$ cat src/rtl/pipe_ctrl_if.sv
// Decode-side control bundle between the ID stage and the pipeline sequencing controller.
interface pipe_ctrl_if #(
    parameter int unsigned REG_W = 3
);
    logic             id_valid;
    logic [3:0]       id_opcode;
    logic [REG_W-1:0] id_rdrq;
    logic [REG_W-1:0] id_rs;
    logic             id_use_rdrq;
    logic             id_use_rs;
    logic             id_write_en;
    logic [REG_W-1:0] id_write_reg;
    logic             ex_branch_taken;
    logic             resume;
    logic             stall;
    logic             bubble;
    logic             flush_ifid;
    logic             halted;
    logic             sb_busy;
    logic [1:0]       state;

    modport master (
        output id_valid, id_opcode, id_rdrq, id_rs, id_use_rdrq, id_use_rs,
               id_write_en, id_write_reg, ex_branch_taken, resume,
        input  stall, bubble, flush_ifid, halted, sb_busy, state
    );

    modport slave (
        input  id_valid, id_opcode, id_rdrq, id_rs, id_use_rdrq, id_use_rs,
               id_write_en, id_write_reg, ex_branch_taken, resume,
        output stall, bubble, flush_ifid, halted, sb_busy, state
    );
endinterface

$ cat src/rtl/pipe_ctrl.sv
// Pipeline sequencing controller: shadow scoreboard of in-flight writes (EX/MEM/WB),
// RAW stall/bubble/flush generation and the halt/drain/resume state machine.
module pipe_ctrl #(
    parameter int unsigned REG_W  = 3,
    parameter int unsigned STAGES = 3
) (
    input  logic         clk,
    input  logic         rst_n,
    pipe_ctrl_if.slave   bus
);
    localparam int unsigned CNT_W = $clog2(STAGES + 1);

    typedef struct packed {
        logic             valid;
        logic             wr_en;
        logic [REG_W-1:0] wr_reg;
    } sb_entry_t;

    typedef enum logic [1:0] {
        RUN    = 2'd0,
        DRAIN  = 2'd1,
        HALTED = 2'd2
    } state_t;

    state_t           st_q, st_d;
    logic [CNT_W-1:0] cnt_q, cnt_d;
    sb_entry_t        ex_q, mem_q, wb_q, ex_d;
    logic             raw_c, stall_c, bubble_c, flush_c;

    // WB is excluded: the register file is write-first.
    function automatic logic hit(input sb_entry_t e, input logic [REG_W-1:0] r);
        return e.valid & e.wr_en & (e.wr_reg == r);
    endfunction

    assign raw_c = bus.id_valid &
                   ((bus.id_use_rs   & (hit(ex_q, bus.id_rs)   | hit(mem_q, bus.id_rs))) |
                    (bus.id_use_rdrq & (hit(ex_q, bus.id_rdrq) | hit(mem_q, bus.id_rdrq))));

    always_ff @(posedge clk or negedge rst_n) begin
        if (!rst_n) begin
            st_q  <= RUN;
            cnt_q <= '0;
            ex_q  <= '0;
            mem_q <= '0;
            wb_q  <= '0;
        end else begin
            st_q  <= st_d;
            cnt_q <= cnt_d;
            ex_q  <= ex_d;
            mem_q <= ex_q;
            wb_q  <= mem_q;
        end
    end

    always_comb begin
        st_d     = st_q;
        cnt_d    = cnt_q;
        ex_d     = '0;
        stall_c  = 1'b0;
        bubble_c = 1'b0;
        flush_c  = 1'b0;
        case (st_q)
            RUN: begin
                stall_c  = raw_c & ~bus.ex_branch_taken;
                bubble_c = stall_c | bus.ex_branch_taken;
                flush_c  = bus.ex_branch_taken;
                if (bus.id_valid & ~stall_c & ~bus.ex_branch_taken) begin
                    ex_d.valid  = 1'b1;
                    ex_d.wr_en  = bus.id_write_en & (bus.id_opcode != 4'd0);
                    ex_d.wr_reg = bus.id_write_reg;
                    if (bus.id_opcode == 4'd0) begin
                        st_d  = DRAIN;
                        cnt_d = CNT_W'(STAGES);
                    end
                end
            end
            DRAIN: begin
                stall_c  = 1'b1;
                bubble_c = 1'b1;
                if (cnt_q != '0) cnt_d = CNT_W'(cnt_q - CNT_W'(1));
                // WB retires on this edge, so only EX/MEM must be empty to finish.
                if ((cnt_q == CNT_W'(1)) && !ex_q.valid && !mem_q.valid) st_d = HALTED;
            end
            HALTED: begin
                stall_c  = 1'b1;
                bubble_c = 1'b1;
                if (bus.resume) st_d = RUN;
            end
            default: st_d = RUN;
        endcase
    end

    assign bus.stall      = stall_c;
    assign bus.bubble     = bubble_c;
    assign bus.flush_ifid = flush_c;
    assign bus.halted     = (st_q == HALTED);
    assign bus.state      = st_q;
    assign bus.sb_busy    = (ex_q.valid & ex_q.wr_en) | (mem_q.valid & mem_q.wr_en) |
                            (wb_q.valid & wb_q.wr_en);
endmodule
$ cat src/flat_wrapper.sv
// flat-port wrapper written by rule: the top's interface ports become plain ports
module pipe_ctrl_flat 
#(
    parameter int unsigned REG_W  = 3,
    parameter int unsigned STAGES = 3
)
  (clk, rst_n, bus_id_valid, bus_id_opcode, bus_id_rdrq, bus_id_rs, bus_id_use_rdrq, bus_id_use_rs, bus_id_write_en, bus_id_write_reg, bus_ex_branch_taken, bus_resume, bus_stall, bus_bubble, bus_flush_ifid, bus_halted, bus_sb_busy, bus_state);
  pipe_ctrl_if #(.REG_W(REG_W)) bus_i ();
  input  logic clk;
  input  logic rst_n;
  input wire logic [$bits(bus_i.id_valid)-1:0] bus_id_valid;
  input wire logic [$bits(bus_i.id_opcode)-1:0] bus_id_opcode;
  input wire logic [$bits(bus_i.id_rdrq)-1:0] bus_id_rdrq;
  input wire logic [$bits(bus_i.id_rs)-1:0] bus_id_rs;
  input wire logic [$bits(bus_i.id_use_rdrq)-1:0] bus_id_use_rdrq;
  input wire logic [$bits(bus_i.id_use_rs)-1:0] bus_id_use_rs;
  input wire logic [$bits(bus_i.id_write_en)-1:0] bus_id_write_en;
  input wire logic [$bits(bus_i.id_write_reg)-1:0] bus_id_write_reg;
  input wire logic [$bits(bus_i.ex_branch_taken)-1:0] bus_ex_branch_taken;
  input wire logic [$bits(bus_i.resume)-1:0] bus_resume;
  output wire logic [$bits(bus_i.stall)-1:0] bus_stall;
  output wire logic [$bits(bus_i.bubble)-1:0] bus_bubble;
  output wire logic [$bits(bus_i.flush_ifid)-1:0] bus_flush_ifid;
  output wire logic [$bits(bus_i.halted)-1:0] bus_halted;
  output wire logic [$bits(bus_i.sb_busy)-1:0] bus_sb_busy;
  output wire logic [$bits(bus_i.state)-1:0] bus_state;
  assign bus_i.id_valid = bus_id_valid;
  assign bus_i.id_opcode = bus_id_opcode;
  assign bus_i.id_rdrq = bus_id_rdrq;
  assign bus_i.id_rs = bus_id_rs;
  assign bus_i.id_use_rdrq = bus_id_use_rdrq;
  assign bus_i.id_use_rs = bus_id_use_rs;
  assign bus_i.id_write_en = bus_id_write_en;
  assign bus_i.id_write_reg = bus_id_write_reg;
  assign bus_i.ex_branch_taken = bus_ex_branch_taken;
  assign bus_i.resume = bus_resume;
  assign bus_stall = bus_i.stall;
  assign bus_bubble = bus_i.bubble;
  assign bus_flush_ifid = bus_i.flush_ifid;
  assign bus_halted = bus_i.halted;
  assign bus_sb_busy = bus_i.sb_busy;
  assign bus_state = bus_i.state;
  pipe_ctrl #(.REG_W(REG_W), .STAGES(STAGES)) u_core (.clk(clk), .rst_n(rst_n), .bus(bus_i));
endmodule
$ cat config.mk
export PLATFORM = sky130hd
export DESIGN_NAME = pipe_ctrl_flat
export DESIGN_NICKNAME = d
export VERILOG_FILES = /design/src/rtl/pipe_ctrl_if.sv /design/src/rtl/pipe_ctrl.sv /design/src/flat_wrapper.sv
export SDC_FILE = /design/constraint.sdc
export NUM_CORES = 1
export LEC_CHECK = 0
export CORE_MARGIN = 1
export CORE_UTILIZATION = 30
export CTS_CLUSTER_SIZE = 40
export DETAILED_ROUTE_END_ITERATION = 10
export MAX_ROUTING_LAYER = met4
export PLACE_DENSITY_LB_ADDON = 0.12
export SYNTH_ARGS = -nofsm -noshare
export SYNTH_HDL_FRONTEND = slang
export SYNTH_SLANG_ARGS = --single-unit
export TNS_END_PERCENT = 10
$ cat constraint.sdc
create_clock -name clk -period 2.5 [get_ports clk]
set_input_delay 0.25 -clock clk [delete_from_list [all_inputs] [get_ports clk]]
set_output_delay 0.25 -clock clk [all_outputs]
set_load 0.03 [all_outputs]
Word-level counts from Yosys, hierarchy flattened
Cells that the tools add are included.

storage, ports and cells
  register bits = 16
  output and inout bits = 7
  input port bits = 21

operators by class
  bitwise operators = 22
  equal/unequal tests = 12
  multiplexer cells = 14
  add/subtract/negate cells = 1
  reductions and logical operators = 12

operator list
  operator               number
  $and A1 B1 Y1          14
  $mux W2                7
  $eq A3 B3 Y1           4
  $mux W5                2
  $ne A2 B1 Y1 const B   4
  $reduce_and A4 Y1      2
  $or A1 B1 Y1           6
  $pmux W2 S3            1
  $eq A2 B1 Y1 const B   2
  $logic_not A4 Y1       1
  $pmux W1 S2            2
  $pmux W2 S2            1
  $reduce_bool A2 Y1     2
  $reduce_bool A4 Y1     1
  $eq A2 B2 Y1 const B   1
  $logic_and A1 B1 Y1    2
  $logic_not A1 Y1       2
  $logic_not A2 Y1       1
  $ne A2 B2 Y1 const B   1
  $not A1 Y1             2
  $reduce_or A2 Y1       1
  $sub A2 B1 Y2 const B  1
  $mux W1                1

Longest topological paths before layout
  depth after elaboration = 12
  mapped depth = 6
  mapped depth without buffers = 6

Worst setup path before layout
OpenSTA, ideal clock, no wires.

  path kind = reg2out
  from = register u_core.ex_q[2] (netlist name)
  to = output bus_bubble
  data arrival time = 1.854 ns
  required time = 2.250 ns
  buffers on the path = 0
  path slack = 0.396 ns
  stages on the path, launching flop included = 7
  path through = dfrtp_1 -> xor2_1 -> nor4_1 -> o21ai_1 -> nand2_1 -> a211oi_1 -> nor3_1

on the way
  cells in the longest elaborated chain, start to end = 9
  elaborated cells on any way between the ends = 13
  those cells by class = 2 x eq/ne; 1 x mux; 10 x bitwise

ends and longest elaborated chain
  element                                  RTL line                          RTL
  start, declared                          pipe_ctrl.sv:27                   sb_entry_t ex_q, mem_q, wb_q, ex_d;
  start signal, assigned                   pipe_ctrl.sv:43                   ex_q <= '0;
  start signal, assigned                   pipe_ctrl.sv:49                   ex_q <= ex_d;
  $eq A3 B3 Y1                             pipe_ctrl.sv:32                   return e.valid & e.wr_en & (e.wr_reg == r);
  $and A1 B1 Y1                            pipe_ctrl.sv:32
  $or A1 B1 Y1, on equally long branches   pipe_ctrl.sv:36, pipe_ctrl.sv:37
  $and A1 B1 Y1, on equally long branches  pipe_ctrl.sv:36, pipe_ctrl.sv:37
  $or A1 B1 Y1 *                           pipe_ctrl.sv:36                   ((bus.id_use_rs & (hit(ex_q, bus.id_rs) | hit(mem_q, bus.id_rs))) |
  $and A1 B1 Y1 *                          pipe_ctrl.sv:35                   assign raw_c = bus.id_valid &
  $and A1 B1 Y1 *                          pipe_ctrl.sv:64                   stall_c = raw_c & ~bus.ex_branch_taken;
  $or A1 B1 Y1 *                           pipe_ctrl.sv:65                   bubble_c = stall_c | bus.ex_branch_taken;
  $pmux W1 S2 *                            pipe_ctrl.sv:62                   case (st_q)
  end, declared                            flat_wrapper.sv:22                output wire logic [$bits(bus_i.bubble)-1:0] bus_bubble;

Mark *: on every way between the ends. The rest lies on a longest branch, timed or not.

Worst setup path after layout
  from = input bus_id_rdrq[0]
  to = output bus_bubble

on the way
  cells in the longest elaborated chain, start to end = 9
  elaborated cells on any way between the ends = 11
  those cells by class = 2 x eq/ne; 1 x mux; 8 x bitwise

ends and longest elaborated chain
  element          RTL line            RTL
  start, declared  flat_wrapper.sv:13  input wire logic [$bits(bus_i.id_rdrq)-1:0] bus_id_rdrq;
  $eq A3 B3 Y1     pipe_ctrl.sv:32
  $and A1 B1 Y1    pipe_ctrl.sv:32
  $or A1 B1 Y1 *   pipe_ctrl.sv:37     (bus.id_use_rdrq & (hit(ex_q, bus.id_rdrq) | hit(mem_q, bus.id_rdrq))));
  $and A1 B1 Y1 *  pipe_ctrl.sv:37
  $or A1 B1 Y1 *   pipe_ctrl.sv:36
  $and A1 B1 Y1 *  pipe_ctrl.sv:35
  $and A1 B1 Y1 *  pipe_ctrl.sv:64
  $or A1 B1 Y1 *   pipe_ctrl.sv:65
  $pmux W1 S2 *    pipe_ctrl.sv:62

Marks and branches as above.

==> flow_summary.toml <==
[die]
dieHeight_um = 56.8
fp-row-count = 19
start_util_pct = 32.1
dieWidth_um = 56.8
dieArea_sq_um = 3220
io_pins = 28
core-area_sq_um = 2810

[timing]
timing_max_transition_violations_final = 0
slew_headroom_pct = 52.6
setup_ws_ns = 0.252
hold_viol = 0
period_minus_slack_ns = 2.25
whs_ns = 0.377
fin_skew_ns = 0.00726
setup_violations = 0
tns_ns = 0
fmax_mhz = 445
worstMarginPinSlew_ns = 0.708
rsz0062_at_grt = "false"
fin_crit_sh_pct = 89.9

[placed_design]
post-place-ws_ns = 0.253
port_buffers = 27
gp_congestion = 0.816
dp_hpwl_um = 1400

[finish]
antenna_cells = 0
area_growth_pct = 37.8
drive_above_1_share_pct = 11.3
final_nets = 143
fillCellCount = 277

[setup_path]
start_kind = "input port"
r2r-start = "u_core.ex_q[2]"
worstSetupStartpoint = "bus_id_rdrq[0]"
crit_arrival_ns = 2.00
rr_worst_depth = 6
crit_type = "in2out"
crit_required_ns = 2.25
crit_path_max_fanout = 4
worst_setup_path_end_kind = "output pin"

[grt]
grt_pass1_wl_um = 2840
grtUsageTotal_pct = 12.0
grt_max_degree = 17
antenna_found_initial = 0
overflow = 0
grt_pass1_vias = 648

[run]
max_cap_violations = 0

[hold_path]
min_from = "u_core.mem_q[3]"
hp-class = "reg2reg"
hold_path_depth = 0

[yosys]
synth_fp_nets = 111
syn_avg_cell_area_sq_um = 10.7
yosys_register_bits = 16
syn_area_sq_um = 900
ys_warn_count = 0
yosysSeqAreaShare_pct = 44.5
synth_cell_types = 26
syn_inst = 84

[clock_tree]
htreeDepth = 1
cts-resized-gates = 0
clk_pin_slew_ns = 0.08
post_cts_buffers = 0
cts_buffer_depth = 2
cts_root_buf = "clkbuf_4"
cts-buffers-inserted = 3
clock_latency_ns = 0.28
cts-hold-fix-buffers = 0
cts_tree = "done"
cts_sinks = 16

[drt]
vias_per_cell = 4.78
via_count = 698
drt_iter0_markers = 7
dr.pass1.iters = 4
drc = 0
routed_wl_um = 1730
drt-wirelength-per-cell_um = 11.8
ant_nets = 0

[pwr]
power_mw = 1.11
leakage_nw = 0.587
peakVddDrop_mv = 0.759
p_per_area_nw_per_um2 = 899

[status]
status = "finished, final reports clean"
## cell type report
type | count | area, sq um | share of cell area, %
clock buffers | 4 | 36.3 | 2.93
inverters | 5 | 18.8 | 1.51
multi-input cells | 63 | 480 | 38.7
flip-flops and latches | 16 | 400 | 32.3
well taps | 31 | 38.8 | 3.13
repair buffers | 27 | 265 | 21.4
## placed cells by master (no fill, tap or decap), types with 3 or more instances in the layout
cell type	synthesis	routed
a21oi_1	4	4
and2_1	4	4
clkbuf_4	0	3
clkdlybuf4s50_1	0	25
dfrtp_1	16	16
ha_1	6	6
inv_1	5	5
nand2_1	7	7
nor2_1	3	3
nor2b_1	3	3
nor4_1	4	4
xor2_1	12	12
## power breakdown
part,switching (mW),internal (mW)
sequential,0.0515,0.314
clock,0.0757,0.0885
combinational,0.324,0.261
total,0.451,0.663
## cell families (layout without fill, tap and decap cells)
kind of cell	count (synthesis)	count (layout)	synth area share [%]
AO/OA/AOI/OAI	14	14	10.7
XOR/XNOR	12	12	11.7
adder cells (fa/ha/maj)	6	6	8.34
buffers and inverters	5	36	2.09
flip-flops	16	16	44.5
multiplexers	1	1	1.67
AND/OR/NAND/NOR	30	30	21.0
## through the flow
step                      cells  instance area, sq um  utilization [%]
final                       146                  1240             44.2
after global routing        146                  1240             44.2
after CTS                   146                  1240             44.2
after detailed placement    142                  1200             42.9
after global placement      142                  1200             42.9
after floorplan              84                   900                -
## worst paths after layout
path	to	slack (ns)
setup / recovery	bus_bubble	0.25
hold / removal	u_core.wb_q[3]	0.38
setup reg to reg	u_core.bus.state[1]	0.63
hold reg to reg	u_core.wb_q[3]	0.38
max in group asynchronous	u_core.mem_q[3]	1.66
min in group asynchronous	u_core.mem_q[1]	0.39
## synthesized netlist by cell type
| master | count | area [sq um] |
|---|---|---|
| a211oi_1 | 1 | 7.51 |
| a21oi_1 | 4 | 20.0 |
| a31oi_1 | 2 | 12.5 |
| a31oi_2 | 1 | 12.5 |
| a41oi_1 | 1 | 8.76 |
| and2_1 | 4 | 25.0 |
| and3_1 | 1 | 6.26 |
| dfrtp_1 | 16 | 400 |
| ha_1 | 6 | 75.1 |
| inv_1 | 5 | 18.8 |
| mux2_4 | 1 | 15.0 |
| nand2_1 | 7 | 26.3 |
| nand2b_4 | 1 | 13.8 |
| nand3_1 | 2 | 10.0 |
| nor2_1 | 3 | 11.3 |
| nor2b_1 | 3 | 18.8 |
| nor3_1 | 2 | 10.0 |
| nor3b_2 | 1 | 12.5 |
| nor3b_4 | 1 | 18.8 |
| nor4_1 | 4 | 25.0 |
| o21ai_1 | 2 | 10.0 |
| o21bai_1 | 1 | 7.51 |
| o221a_2 | 1 | 11.3 |
| o22ai_1 | 1 | 6.26 |
| or4_4 | 1 | 11.3 |
| xor2_1 | 12 | 105 |
## layer usage
metal	track usage (%)	vias up	routed length [um]
met4	4.18	0	15
met1	15.4	319	854
met2	18.5	19	785
met5	-	-	0
li1	-	358	-
met3	2.76	2	72
## state kept, by name, summed over array words and instances, names as in the netlist
register and cells:
u_core.mem_q 5, u_core.wb_q 2, u_core.bus.state 2, u_core.cnt_q 2
u_core.ex_q 5
## worst max-delay path: stages
cell	delay, ns
clkdlybuf4s50_1	0.51
xor2_1	0.18
nor4_1	0.07
o21ai_1	0.26
nand2_1	0.20
a211oi_1	0.27
nor3_1	0.08
buf_4	0.17
No activity file was read; power rests on OpenSTA's default activity.
